## src/rtl/ext_mem_bridge_if.sv

```systemverilog
// Bus-side and memory-side signal bundle for ext_mem_bridge.
// The bridge uses the slave view; whatever drives the bus and models the memory uses master.
interface ext_mem_bridge_if #(
    parameter int DWidth = 32
) ();
    logic              sel_i;
    logic              trans_i;
    logic              write_i;
    logic [DWidth-1:0] addr_i;
    logic [DWidth-1:0] wdata_i;
    logic              ready_i;
    logic              ready_o;
    logic              resp_o;
    logic [DWidth-1:0] rdata_o;
    logic              mem_ready_i;
    logic [DWidth-1:0] mem_rdata_i;
    logic              mem_req_o;
    logic              mem_write_o;
    logic [DWidth-1:0] mem_addr_o;
    logic [DWidth-1:0] mem_wdata_o;

    modport slave (
        input  sel_i, trans_i, write_i, addr_i, wdata_i, ready_i,
        input  mem_ready_i, mem_rdata_i,
        output ready_o, resp_o, rdata_o,
        output mem_req_o, mem_write_o, mem_addr_o, mem_wdata_o
    );

    modport master (
        output sel_i, trans_i, write_i, addr_i, wdata_i, ready_i,
        output mem_ready_i, mem_rdata_i,
        input  ready_o, resp_o, rdata_o,
        input  mem_req_o, mem_write_o, mem_addr_o, mem_wdata_o
    );
endinterface

```

## src/rtl/ext_mem_bridge.sv

```systemverilog
// Pipelined-bus slave that forwards word-aligned transfers to an external memory,
// answering misaligned or timed-out accesses with a two-cycle error response.
module ext_mem_bridge #(
    parameter int DWidth        = 32,
    parameter int TimeoutCycles = 16
) (
    input  logic             clk_i,
    input  logic             rst_i,
    ext_mem_bridge_if.slave  bus
);
    localparam int CntWidth = (TimeoutCycles > 1) ? $clog2(TimeoutCycles) : 1;

    localparam logic [1:0] IDLE = 2'd0;
    localparam logic [1:0] REQ  = 2'd1;
    localparam logic [1:0] ERR1 = 2'd2;
    localparam logic [1:0] ERR2 = 2'd3;

    logic [1:0]          state;
    logic [1:0]          state_next;
    logic [DWidth-1:0]   addr_q;
    logic                write_q;
    logic [CntWidth-1:0] cnt;
    logic                accept;
    logic                take;
    logic                aligned;
    logic                at_limit;

    assign accept   = bus.sel_i & bus.trans_i & bus.ready_i;
    assign aligned  = (bus.addr_i[1:0] == 2'b00);
    assign at_limit = (cnt == CntWidth'(TimeoutCycles - 1));

    // A new address phase is only taken where the previous transfer is finished.
    always_comb begin
        take = 1'b0;
        case (state)
            IDLE, ERR2: take = accept;
            REQ:        take = accept & bus.mem_ready_i;
            default:    take = 1'b0;
        endcase
    end

    always_comb begin
        state_next = state;
        case (state)
            IDLE, ERR2: begin
                if (take) state_next = aligned ? REQ : ERR1;
                else      state_next = IDLE;
            end
            REQ: begin
                if (bus.mem_ready_i) begin
                    if (take) state_next = aligned ? REQ : ERR1;
                    else      state_next = IDLE;
                end else if (at_limit) begin
                    state_next = ERR1;
                end else begin
                    state_next = REQ;
                end
            end
            ERR1:    state_next = ERR2;
            default: state_next = IDLE;
        endcase
    end

    // The counter saturates at the limit so it can never wrap.
    always_ff @(posedge clk_i) begin
        if (rst_i) begin
            state   <= IDLE;
            addr_q  <= '0;
            write_q <= 1'b0;
            cnt     <= '0;
        end else begin
            state <= state_next;
            if (take) begin
                addr_q  <= bus.addr_i;
                write_q <= bus.write_i;
                cnt     <= '0;
            end else if (state == REQ && !bus.mem_ready_i && !at_limit) begin
                cnt <= cnt + 1'b1;
            end
        end
    end

    always_comb begin
        bus.ready_o   = 1'b1;
        bus.resp_o    = 1'b0;
        bus.rdata_o   = '0;
        bus.mem_req_o = 1'b0;
        case (state)
            REQ: begin
                bus.mem_req_o = 1'b1;
                bus.ready_o   = bus.mem_ready_i;
                if (bus.mem_ready_i && !write_q) bus.rdata_o = bus.mem_rdata_i;
            end
            ERR1: begin
                bus.ready_o = 1'b0;
                bus.resp_o  = 1'b1;
            end
            ERR2: begin
                bus.ready_o = 1'b1;
                bus.resp_o  = 1'b1;
            end
            default: begin
                bus.ready_o = 1'b1;
                bus.resp_o  = 1'b0;
            end
        endcase
    end

    assign bus.mem_addr_o  = addr_q;
    assign bus.mem_write_o = write_q;
    assign bus.mem_wdata_o = bus.wdata_i;
endmodule

```

## src/flat_wrapper.sv

```systemverilog
// flat-port wrapper written by rule: the top's interface ports become plain ports
module ext_mem_bridge_flat 
#(
    parameter int DWidth        = 32,
    parameter int TimeoutCycles = 16
)
  (clk_i, rst_i, bus_sel_i, bus_trans_i, bus_write_i, bus_addr_i, bus_wdata_i, bus_ready_i, bus_mem_ready_i, bus_mem_rdata_i, bus_ready_o, bus_resp_o, bus_rdata_o, bus_mem_req_o, bus_mem_write_o, bus_mem_addr_o, bus_mem_wdata_o);
  ext_mem_bridge_if #(.DWidth(DWidth)) bus_i ();
  input  logic clk_i;
  input  logic rst_i;
  input wire logic [$bits(bus_i.sel_i)-1:0] bus_sel_i;
  input wire logic [$bits(bus_i.trans_i)-1:0] bus_trans_i;
  input wire logic [$bits(bus_i.write_i)-1:0] bus_write_i;
  input wire logic [$bits(bus_i.addr_i)-1:0] bus_addr_i;
  input wire logic [$bits(bus_i.wdata_i)-1:0] bus_wdata_i;
  input wire logic [$bits(bus_i.ready_i)-1:0] bus_ready_i;
  input wire logic [$bits(bus_i.mem_ready_i)-1:0] bus_mem_ready_i;
  input wire logic [$bits(bus_i.mem_rdata_i)-1:0] bus_mem_rdata_i;
  output wire logic [$bits(bus_i.ready_o)-1:0] bus_ready_o;
  output wire logic [$bits(bus_i.resp_o)-1:0] bus_resp_o;
  output wire logic [$bits(bus_i.rdata_o)-1:0] bus_rdata_o;
  output wire logic [$bits(bus_i.mem_req_o)-1:0] bus_mem_req_o;
  output wire logic [$bits(bus_i.mem_write_o)-1:0] bus_mem_write_o;
  output wire logic [$bits(bus_i.mem_addr_o)-1:0] bus_mem_addr_o;
  output wire logic [$bits(bus_i.mem_wdata_o)-1:0] bus_mem_wdata_o;
  assign bus_i.sel_i = bus_sel_i;
  assign bus_i.trans_i = bus_trans_i;
  assign bus_i.write_i = bus_write_i;
  assign bus_i.addr_i = bus_addr_i;
  assign bus_i.wdata_i = bus_wdata_i;
  assign bus_i.ready_i = bus_ready_i;
  assign bus_i.mem_ready_i = bus_mem_ready_i;
  assign bus_i.mem_rdata_i = bus_mem_rdata_i;
  assign bus_ready_o = bus_i.ready_o;
  assign bus_resp_o = bus_i.resp_o;
  assign bus_rdata_o = bus_i.rdata_o;
  assign bus_mem_req_o = bus_i.mem_req_o;
  assign bus_mem_write_o = bus_i.mem_write_o;
  assign bus_mem_addr_o = bus_i.mem_addr_o;
  assign bus_mem_wdata_o = bus_i.mem_wdata_o;
  ext_mem_bridge #(.DWidth(DWidth), .TimeoutCycles(TimeoutCycles)) u_core (.clk_i(clk_i), .rst_i(rst_i), .bus(bus_i));
endmodule
```

## config.mk

```make
export PLATFORM = sky130hd
export DESIGN_NAME = ext_mem_bridge_flat
export DESIGN_NICKNAME = d
export VERILOG_FILES = /design/src/rtl/ext_mem_bridge_if.sv /design/src/rtl/ext_mem_bridge.sv /design/src/flat_wrapper.sv
export SDC_FILE = /design/constraint.sdc
export NUM_CORES = 1
export LEC_CHECK = 0
export CAP_MARGIN = 15
export CORE_ASPECT_RATIO = 0.5
export CORE_MARGIN = 10
export CORE_UTILIZATION = 30
export DETAILED_ROUTE_END_ITERATION = 10
export HOLD_SLACK_MARGIN = 0.03
export PLACE_DENSITY = 0.81
export SYNTH_ARGS = -nofsm -noshare
export SYNTH_HDL_FRONTEND = slang
export SYNTH_SLANG_ARGS = --single-unit
```

## constraint.sdc

```tcl
create_clock -name clk_i -period 2.3 [get_ports clk_i]
set_clock_uncertainty 0.1 [all_clocks]
set_input_delay 0.46 -clock clk_i [delete_from_list [all_inputs] [get_ports clk_i]]
set_output_delay 0.46 -clock clk_i [all_outputs]
set_load 0.1 [all_outputs]
```

# Word-level counts from Yosys, hierarchy flattened
# Cells that the tools add are included.
# W data, S select, Z words.
dict set report totals {
  regBits 39
  wordCells 34
}
dict set report classes {
  add_sub_neg 1
  eq_ne 4
  n_mux 11
  bitwise_logic 3
  n_reduce_logical 11
}
# operator n
set ops {}
lappend ops {{$mux W32} 2}
lappend ops {{$mux W2} 4}
lappend ops {{$pmux W2 S3} 1}
lappend ops {{$reduce_or A2 Y1} 3}
lappend ops {{$add A4 B1 Y4 const B} 1}
lappend ops {{$eq A2 B2 Y1 const B} 2}
lappend ops {{$eq A4 B4 Y1 const B} 1}
lappend ops {{$logic_not A2 Y1} 2}
lappend ops {{$pmux W1 S2} 2}
lappend ops {{$and A1 B1 Y1} 3}
lappend ops {{$logic_and A1 B1 Y1} 3}
lappend ops {{$logic_not A1 Y1} 3}
lappend ops {{$eq A2 B1 Y1 const B} 1}
lappend ops {{$mux W1} 2}

# Logic depth before layout (Yosys ltp)
# Gate-level depths: netlist (run 1).
dict set report logic_depth {
  depth_word 7
  ltp_mapped 7
}

# Least setup slack after synthesis (run 1)
# No wires, ideal clock.
dict set report synth_timing {
  path_type {reg2out}
  from {reg u_core.state[1]}
  to {out bus_ready_o}
  t_arrival_ns 2.811
  slack_ns -1.071
  stages_incl_launch_ff 5
  path_cell_list {dfxtp_1 > inv_1 > ha_1 > inv_1 > a21oi_1}
}
dict set report synth_between {
  elab_chain_len 2
  word_cells_on_any_way 3
  cone_classes {eq/ne (2); mux (1)}
}
# element line
set synth_lines {}
lappend synth_lines {{start, declared} ext_mem_bridge.sv:18} ;# logic [1:0] state;
lappend synth_lines {{start signal, assigned} ext_mem_bridge.sv:72} ;# state <= state_next;
lappend synth_lines {{$eq A2 B2 Y1 / $eq A2 B1 Y1 (equally long branches)} ext_mem_bridge.sv:88} ;# case (state)
lappend synth_lines {{$pmux W1 S2 (*)} ext_mem_bridge.sv:88}
lappend synth_lines {{end, declared} flat_wrapper.sv:19} ;# output wire logic [$bits(bus_i.ready_o)-1:0] bus_ready_o;
# Mark *: on every way between the ends. The rest lies on a longest branch, timed or not.

# Worst setup path in the final report (run 1)
dict set report layout_timing {
  from {in bus_mem_ready_i}
  to {out bus_rdata_o[15]}
}
dict set report layout_between {
  elab_chain_len 3
}
# element line
set layout_lines {}
lappend layout_lines {{start, declared} flat_wrapper.sv:17} ;# input wire logic [$bits(bus_i.mem_ready_i)-1:0] bus_mem_ready_i;
lappend layout_lines {{$logic_and A1 B1 Y1} ext_mem_bridge.sv:92} ;# if (bus.mem_ready_i && !write_q) bus.rdata_o = bus.mem_rdata_i;
lappend layout_lines {{$mux W32} ext_mem_bridge.sv:92}
lappend layout_lines {{$mux W32} ext_mem_bridge.sv:88}
lappend layout_lines {{end, declared} flat_wrapper.sv:21} ;# output wire logic [$bits(bus_i.rdata_o)-1:0] bus_rdata_o;
# Every way passes these cells.

==> flow_summary.json, run 1 <==
{
  "cts.sinks": 39,
  "setup_violations": 0,
  "clockPowerShare": 0.368,
  "ys_ff_latch": 39,
  "slew_headroom": 0.746,
  "htreeDepth": 2,
  "synth-seq-area-share": 0.375,
  "arrival_ps": 1670,
  "grt_usage": 0.143,
  "startpoint_type": "primary input",
  "seqPwrFrac": 0.394,
  "cellPowerDensity_nw_per_um2": 469,
  "grt_max_degree": 37,
  "min_period_ps": 2230,
  "rsz0062_at_grt": "false",
  "use_met1": 0.158,
  "rr_worst_depth": 6,
  "critPathMaxFanout": 32,
  "swShare": 0.292,
  "final_nets": 475,
  "finalCritPeriodShare": 0.968,
  "nFillCells": 571,
  "maxCapViolations": 0,
  "port_buffers": 138,
  "dp_hpwl_mm": 6.70,
  "synth-adder-area-share": 0.0241,
  "n_antenna_cell": 0,
  "first_pass_iters": 4,
  "die_w_um": 138,
  "area_delta_synth_final_pct": 83.6,
  "synth_top_cell_area_share": 0.375,
  "wl_per_cell_um": 18.6,
  "synth_top_area_cell": "dfxtp_1",
  "async_flop_share": 0,
  "cts_tree": "yes",
  "synthFlopType": "dfxtp_1",
  "critPathCaptureType": "primary output",
  "yosys.area_share.simple": 0.232,
  "place_area_sq_um": 3680,
  "hold_depth": 2,
  "synth_cell_type_count": 29,
  "grt_pass1_vias": 2190,
  "synth_edf_count": 0,
  "overflow": 0,
  "synth.area.mux_share": 0,
  "final_max_slew_viol_count": 0,
  "synthTopCellsByArea": "dfxtp_1 38%, buf_4 12%, and2_1 9.6%",
  "vias": 2198,
  "fmax_mhz": 449,
  "syn_inst": 266,
  "drc": 0,
  "synth_area_per_cell_sq_um": 7.82,
  "use_met2": 0.262,
  "p_int_uw": 1270,
  "clockBufferDepth": 2,
  "ys_top_cells_by_count": "39 x a21oi_1, 39 x dfxtp_1, 36 x nand3_1",
  "clk_pin_slew_ps": 60,
  "ir_worst_vdd_mv": 0.328,
  "place.gp.congestion": 0.792,
  "yosys_warnings": 0,
  "ant_nets": 0,
  "met3_usage": 0.0484,
  "cts-root-buf": "clkbuf_16",
  "synth-compound-area-share": 0.203,
  "drt-total-wl_mm": 8.56,
  "critPathKind": "in2out",
  "syn_area_sq_um": 2080,
  "synth_top_family_by_area": "simple AND/OR/NAND/NOR gates",
  "antenna_found_initial": 0,
  "dr.first_iter.drc_count": 106,
  "grt_first_pass_wirelength_mm": 12.5,
  "combinationalPowerShare": 0.238,
  "start_util": 0.311,
  "setup_tns_ps": 0,
  "die_area_sq_um": 10900,
  "clk_latency_ps": 270,
  "syn-num-nets": 373,
  "worstPathRequired_ps": 1740,
  "total_power_uw": 1790,
  "p_leak_uw": 0.00148,
  "num_rows": 21,
  "fin_cells": 461,
  "hold_viol": 0,
  "grt_busiest_layer": "met2",
  "io_pins": 203,
  "die_h_um": 78.9,
  "status": "complete, no violations",
  "routed_via_density": 4.77,
  "cts_buffers": 5,
  "coreArea_sq_um": 6700,
  "drive_gt1_frac": 0.333,
  "worst_pin_slew_ps": 380,
  "placed_cells": 453,
  "p_switching_uw": 524,
  "synth_xor_area_frac": 0,
  "fin_area_sq_um": 3820,
  "hold_class": "reg2reg"
}
==> critical path, stage by stage <==
cell,delay [ps]
clkdlybuf4s50_1,480
nand2_1,60
nor2_2,120
buf_12,170
and2_2,190
buf_12,170
==> worst paths after layout <==
kind | start | endpoint | slack [ps]
hold / removal | u_core.bus.mem_addr_o[4]$_SDFFE_PP0P_ | u_core.bus.mem_addr_o[4]$_SDFFE_PP0P_ | 370
setup reg to reg | u_core.state[0]$_SDFF_PP0_ | u_core.cnt[3]$_SDFFE_PP0P_ | 580
hold reg to reg | u_core.bus.mem_addr_o[4]$_SDFFE_PP0P_ | u_core.bus.mem_addr_o[4]$_SDFFE_PP0P_ | 370
setup / recovery | bus_mem_ready_i | bus_rdata_o[15] | 70
==> power groups by stage <==
stage               combinational [uW]  clock [uW]  sequential (uW)
finish                             427         658              706
global route                       446         704              708
CTS                                429         676              706
detailed placement                 426           0              721
global placement                   423           0              719
floorplan                          354           0              859
==> registers in the layout, indices dropped and copies added (netlist names) <==
name and cells:
u_core.bus.mem_addr_o 32, u_core.cnt 4, u_core.bus.mem_write_o 1, u_core.state 2
==> cell families after synthesis <==
logic type | count (synthesis)
flops | 39
compound gates | 81
fa+ha+maj | 4
simple gates | 85
buf+inv | 57
==> through the flow <==
| stage | util | setup WS (ps) | hold slack [ps] |
|---|---|---|---|
| after global routing | 0.570 | 4.18 | 391 |
| final | 0.570 | 74.0 | 374 |
| after detailed placement | 0.549 | 11.5 | 367 |
| after CTS | 0.570 | 9.11 | 374 |
| after floorplan | - | -19.6 | 371 |
| after global placement | 0.549 | 24.9 | 362 |
==> placed cells by master (no fill, tap or decap), types with 3 or more instances in the layout <==
cell type and n:
and2_2 32, buf_4 41, ha_1 3, buf_12 37
inv_1 4, clkbuf_16 5, o21ai_0 35, dfxtp_1 38
clkdlybuf4s50_1 70, a21oi_1 37, nand2_1 3, nand3_1 36
==> layout make-up <==
| type | instances | area (sq um) | area share |
|---|---|---|---|
| Clock buffer | 6 | 129 | 0.0337 |
| Clock inverter | 2 | 12.5 | 0.00327 |
| Inverter | 4 | 15.0 | 0.00393 |
| Multi-Input combinational cell | 170 | 1020 | 0.267 |
| Tap cell | 92 | 115 | 0.0301 |
| Sequential cell | 39 | 782 | 0.205 |
| Timing Repair Buffer | 148 | 1750 | 0.458 |
==> layer usage <==
metal / share of wire / wire, um / vias to the layer above
li1: - / - / 1089
met1: 0.37 / 3210 / 1014
met2: 0.51 / 4370 / 91
met3: 0.11 / 939 / 4
met4: 0.0051 / 44 / 0
met5: 0 / 0 / -
==> repair_timing <==
action / in CTS / in global routing
buffers inserted: 0 / 0
hold buffers: 0 / 0
gates resized for setup: 0 / 2
endpoints found under the setup margin: 0 / 32
Power figures use the tool's default switching activity.
==> run 2: changes to the inputs <==
--- a/config.mk
+++ b/config.mk
@@ -15,3 +15,4 @@
 export SYNTH_ARGS = -nofsm -noshare
 export SYNTH_HDL_FRONTEND = slang
 export SYNTH_SLANG_ARGS = --single-unit
+export TNS_END_PERCENT = 50
==> run 2 against run 1 <==
Net effect:
- maximum frequency fell by 1.3%
- register-to-register slack barely moved
- total power rose by 1.0%
- worst setup slack got worse by 29 ps
- sequential power barely moved
==> flow_summary.json, run 2 (synthesis gave the netlist of run 1 again) <==
{
  "status": "complete, no violations",
  "combinationalPowerShare": 0.238,
  "slew_headroom": 0.760,
  "die_area_sq_um": 10900,
  "clockPowerShare": 0.372,
  "p_switching_uw": 540,
  "min_period_ps": 2250,
  "num_rows": 21,
  "cts-root-buf": "clkbuf_16",
  "finalCritPeriodShare": 0.980,
  "cts_tree": "yes",
  "setup_violations": 0,
  "cts_buffers": 5,
  "maxCapViolations": 0,
  "ant_nets": 0,
  "largest_reg_flops": 32,
  "drive_gt1_frac": 0.349,
  "cts.sinks": 39,
  "final_util": 0.585,
  "startpoint_type": "flip-flop",
  "clockBufferDepth": 2,
  "cellPowerDensity_nw_per_um2": 462,
  "vias": 2274,
  "wl_per_cell_um": 19.3,
  "antenna_found_initial": 0,
  "final_common_cell": "clkdlybuf4s50_1",
  "setup_ws_ps": 45.1,
  "mostFrequentLayoutCells": "69 x clkdlybuf4s50_1, 42 x buf_4, 37 x a21oi_1, 37 x buf_12, 37 x dfxtp_1",
  "worstPathRequired_ps": 1740,
  "drc": 0,
  "clk_pin_slew_ps": 60,
  "worst_pin_slew_ps": 358,
  "n_antenna_cell": 0,
  "grt_usage": 0.145,
  "port_buffers": 138,
  "pre_cts_slack_ps": -13.7,
  "grt_max_degree": 37,
  "setup_tns_ps": 0,
  "critPathCaptureType": "primary output",
  "seqPwrFrac": 0.390,
  "ir_worst_vdd_mv": 0.300,
  "critPathMaxFanout": 8,
  "final_nets": 479,
  "first_pass_iters": 6,
  "grt_first_pass_wirelength_mm": 12.7,
  "swShare": 0.299,
  "final_max_slew_viol_count": 0,
  "start_util": 0.311,
  "hold_viol": 0,
  "hold_class": "reg2reg",
  "area_delta_synth_final_pct": 88.2,
  "die_w_um": 138,
  "coreArea_sq_um": 6700,
  "p_int_uw": 1270,
  "p_leak_uw": 0.00152,
  "dr.first_iter.drc_count": 95,
  "io_pins": 203,
  "htreeDepth": 2,
  "routed_via_density": 4.89,
  "clk_latency_ps": 280,
  "grt_pass1_vias": 2202,
  "place.gp.congestion": 0.732,
  "overflow": 0,
  "arrival_ps": 1690,
  "drt-total-wl_mm": 8.97,
  "fmax_mhz": 443,
  "rsz0062_at_grt": "true",
  "dp_hpwl_mm": 6.89,
  "die_h_um": 78.9,
  "critPathKind": "reg2out"
}
[run 2: what timing repair did]
| action | in CTS | in global routing |
|---|---|---|
| pin swaps | 0 | 2 |
| hold buffers | 0 | 0 |
| cloned | 0 | 3 |
| setup buffers | 0 | 1 |
| endpoints found under the setup margin | 3 | 32 |
| gates resized for setup | 1 | 16 |
[run 2: layout make-up]
cell class | count | area [sq um]
flip-flops and latches | 39 | 783
clock buffers | 5 | 125
multi-input cells | 170 | 1040
fillers | 571 | 2780
well taps | 92 | 115
clock inverters | 3 | 20.0
repair buffers | 152 | 1820
inverters | 4 | 15.0
[run 2: path summary, 6_finish.rpt]
kind	startpoint	to	slack [ps]	cells after the start
worst max register to register	u_core.state[0]$_SDFF_PP0_	u_core.cnt[3]$_SDFFE_PP0P_	590	6
worst max-delay path	u_core.state[1]$_SDFF_PP0_	bus_rdata_o[18]	50	7
worst min-delay path	u_core.bus.mem_addr_o[19]$_SDFFE_PP0P_	u_core.bus.mem_addr_o[19]$_SDFFE_PP0P_	370	2
worst min register to register	u_core.bus.mem_addr_o[19]$_SDFFE_PP0P_	u_core.bus.mem_addr_o[19]$_SDFFE_PP0P_	370	2
[run 2: routing by layer]
layer	vias up	part of all wire	global-route usage
li1	1092	-	-
met1	1061	0.36	0.147
met2	114	0.53	0.278
met3	7	0.11	0.0546
met4	0	0.0070	0.0300
met5	-	0	0
[run 2: metrics by stage]
stage	cell area, sq um	hold WS (ps)	instances	total power, uW
floorplan	2140	371	266	1210
global placement	3670	362	453	1140
detailed placement	3670	367	453	1150
CTS	3820	375	461	1820
global route	3920	395	465	1880
finish	3920	375	465	1810
[run 2: worst max-delay path, stage by stage, from the launching register on]
cell	delay [ps]
dfxtp_2	330
inv_2	60
ha_4	160
nand2_2	80
nor2_4	240
clkbuf_16	200
and2_2	160
buf_12	170
[run 2: power by group through the flow]
stage / Combinational, uW / Sequential (uW) / Clock, uW
finish: 430 / 706 / 673
global route: 447 / 709 / 719
CTS: 428 / 706 / 686
detailed placement: 425 / 721 / 0
global placement: 422 / 719 / 0
floorplan: 354 / 859 / 0
==> run 3: changes to the inputs <==
--- a/config.mk
+++ b/config.mk
@@ -12,6 +12,7 @@
 export DETAILED_ROUTE_END_ITERATION = 10
 export HOLD_SLACK_MARGIN = 0.03
 export PLACE_DENSITY = 0.81
+export SKIP_LAST_GASP = 1
 export SYNTH_ARGS = -nofsm -noshare
 export SYNTH_HDL_FRONTEND = slang
 export SYNTH_SLANG_ARGS = --single-unit
==> run 3 against run 2 <==
Net effect:
- die area unchanged
- critical path depth unchanged
- core utilization decreased by 0.15 points
- wire length about the same
- flip-flop and latch count unchanged
- total power increased by 0.14%
- sequential share of layout area increased by 0.051 points
- register-to-register slack about the same
- worst hold slack about the same
==> flow_summary.json, run 3 (synthesis gave the netlist of run 1 again) <==
{
  "cellPowerDensity_nw_per_um2": 464,
  "whs_ps": 375,
  "cts_tree": "yes",
  "die_area_sq_um": 10900,
  "rr_startpoint": "u_core.state[0]$_SDFF_PP0_",
  "place.gp.congestion": 0.732,
  "cts_buffers": 5,
  "crit_start": "u_core.state[1]$_SDFF_PP0_",
  "cts.sinks": 39,
  "arrival_ps": 1690,
  "critPathKind": "reg2out",
  "grt_pass1_vias": 2202,
  "startpoint_type": "flip-flop",
  "area_delta_synth_final_pct": 87.7,
  "ir_worst_vdd_mv": 0.300,
  "clk_pin_slew_ps": 60,
  "nFillCells": 572,
  "total_power_uw": 1810,
  "critical_path.endpoint": "bus_rdata_o[18]",
  "coreArea_sq_um": 6700,
  "slew_headroom": 0.753,
  "drt-total-wl_mm": 8.97,
  "clk_latency_ps": 280,
  "routed_via_density": 4.91,
  "dr.first_iter.drc_count": 106,
  "vias": 2283,
  "setup_violations": 0,
  "place_area_sq_um": 3670,
  "dp_hpwl_mm": 6.89,
  "critPathCaptureType": "primary output",
  "finalCritPeriodShare": 0.980,
  "fmax_mhz": 444,
  "wl_per_cell_um": 19.3,
  "status": "complete, no violations",
  "start_util": 0.311,
  "first_pass_iters": 5,
  "worst_pin_slew_ps": 369,
  "die_h_um": 78.9,
  "p_leak_uw": 0.00152,
  "n_antenna_cell": 0,
  "htreeDepth": 2,
  "ant_nets": 0,
  "hold_viol": 0,
  "num_rows": 21,
  "drive_gt1_frac": 0.349,
  "io_pins": 203,
  "final_nets": 479,
  "maxCapViolations": 0,
  "hold_depth": 2,
  "fin_area_sq_um": 3910,
  "final_max_slew_viol_count": 0,
  "worstPathRequired_ps": 1740,
  "antenna_found_initial": 0,
  "largest_reg_flops": 32,
  "port_buffers": 138,
  "drc": 0,
  "hold_class": "reg2reg",
  "final_common_cell": "clkdlybuf4s50_1",
  "mostFrequentLayoutCells": "69 x clkdlybuf4s50_1, 42 x buf_4, 37 x a21oi_1, 37 x buf_12, 37 x dfxtp_1",
  "rr_worst_depth": 6,
  "overflow": 0,
  "grt_max_degree": 37,
  "cts-root-buf": "clkbuf_16",
  "critPathMaxFanout": 8,
  "reg2reg_to": "u_core.cnt[3]$_SDFFE_PP0P_",
  "hold_buffers": 0,
  "die_w_um": 138,
  "rrSetupSlack_ps": 590,
  "rsz0062_at_grt": "true",
  "grt_first_pass_wirelength_mm": 12.7,
  "clockBufferDepth": 2,
  "min_period_ps": 2250,
  "grt_usage": 0.145
}
run 3: cell count changes in the layout (fill, tap and decap cells not counted):
cell    previous run  this run
and2_4            10         2
and2_2            21        29
run 3: per-stage QoR:
stage	cells	worst slack (ps)	setup TNS [ps]	util
after floorplan	266	-67.3	-86.9	-
after global placement	453	21.7	0	0.548
after detailed placement	453	-13.7	-22.3	0.548
after CTS	461	43.0	0	0.570
after global routing	465	-23.6	-237	0.583
final	465	45.8	0	0.583
run 3: power by group:
| part | total, uW | switching, uW | internal [uW] |
|---|---|---|---|
| registers | 706 | 10.1 | 696 |
| clock network | 676 | 277 | 399 |
| logic | 429 | 256 | 173 |
| total | 1810 | 543 | 1270 |
run 3: critical path: stages, from the launching register on:
cell       delay [ps]
dfxtp_2           330
inv_2              60
ha_4              160
nand2_2            80
nor2_4            240
clkbuf_16         200
and2_2            160
buf_12            170
run 3: what timing repair did:
| item | 4_1_cts | 5_1_grt |
|---|---|---|
| setup endpoints to repair | 3 | 32 |
| pin swaps | 0 | 2 |
| setup buffers | 0 | 1 |
| gates resized for setup | 1 | 8 |
| endpoints found under the hold margin | 0 | 0 |
| cloned | 0 | 3 |
run 3: cell type report:
class	instances	area (sq um)	area share
timing repair buffer	152	1820	0.466
multi-input combinational	170	1030	0.263
sequential	39	783	0.201
clock buffer	5	125	0.0320
tap	92	115	0.0295
clock inverter	3	20.0	0.00512
inverter	4	15.0	0.00384
run 3: routing by layer:
| metal | track usage | part of all wire |
|---|---|---|
| met5 | 0 | 0 |
| met4 | 0.0300 | 0.0070 |
| met3 | 0.0546 | 0.11 |
| met2 | 0.278 | 0.52 |
| met1 | 0.147 | 0.36 |
run 3: worst min-delay path by stage:
stage / start / end / slack (ps)
2_1_floorplan: u_core.cnt[1]$_SDFFE_PP0P_ / u_core.cnt[1]$_SDFFE_PP0P_ / 370
3_5_place_dp: u_core.bus.mem_addr_o[19]$_SDFFE_PP0P_ / u_core.bus.mem_addr_o[19]$_SDFFE_PP0P_ / 370
3_3_place_gp: u_core.bus.mem_addr_o[24]$_SDFFE_PP0P_ / u_core.bus.mem_addr_o[24]$_SDFFE_PP0P_ / 360
5_1_grt: u_core.bus.mem_addr_o[2]$_SDFFE_PP0P_ / u_core.bus.mem_addr_o[2]$_SDFFE_PP0P_ / 390
4_1_cts: u_core.bus.mem_addr_o[19]$_SDFFE_PP0P_ / u_core.bus.mem_addr_o[19]$_SDFFE_PP0P_ / 380
6_report: u_core.bus.mem_addr_o[19]$_SDFFE_PP0P_ / u_core.bus.mem_addr_o[19]$_SDFFE_PP0P_ / 370
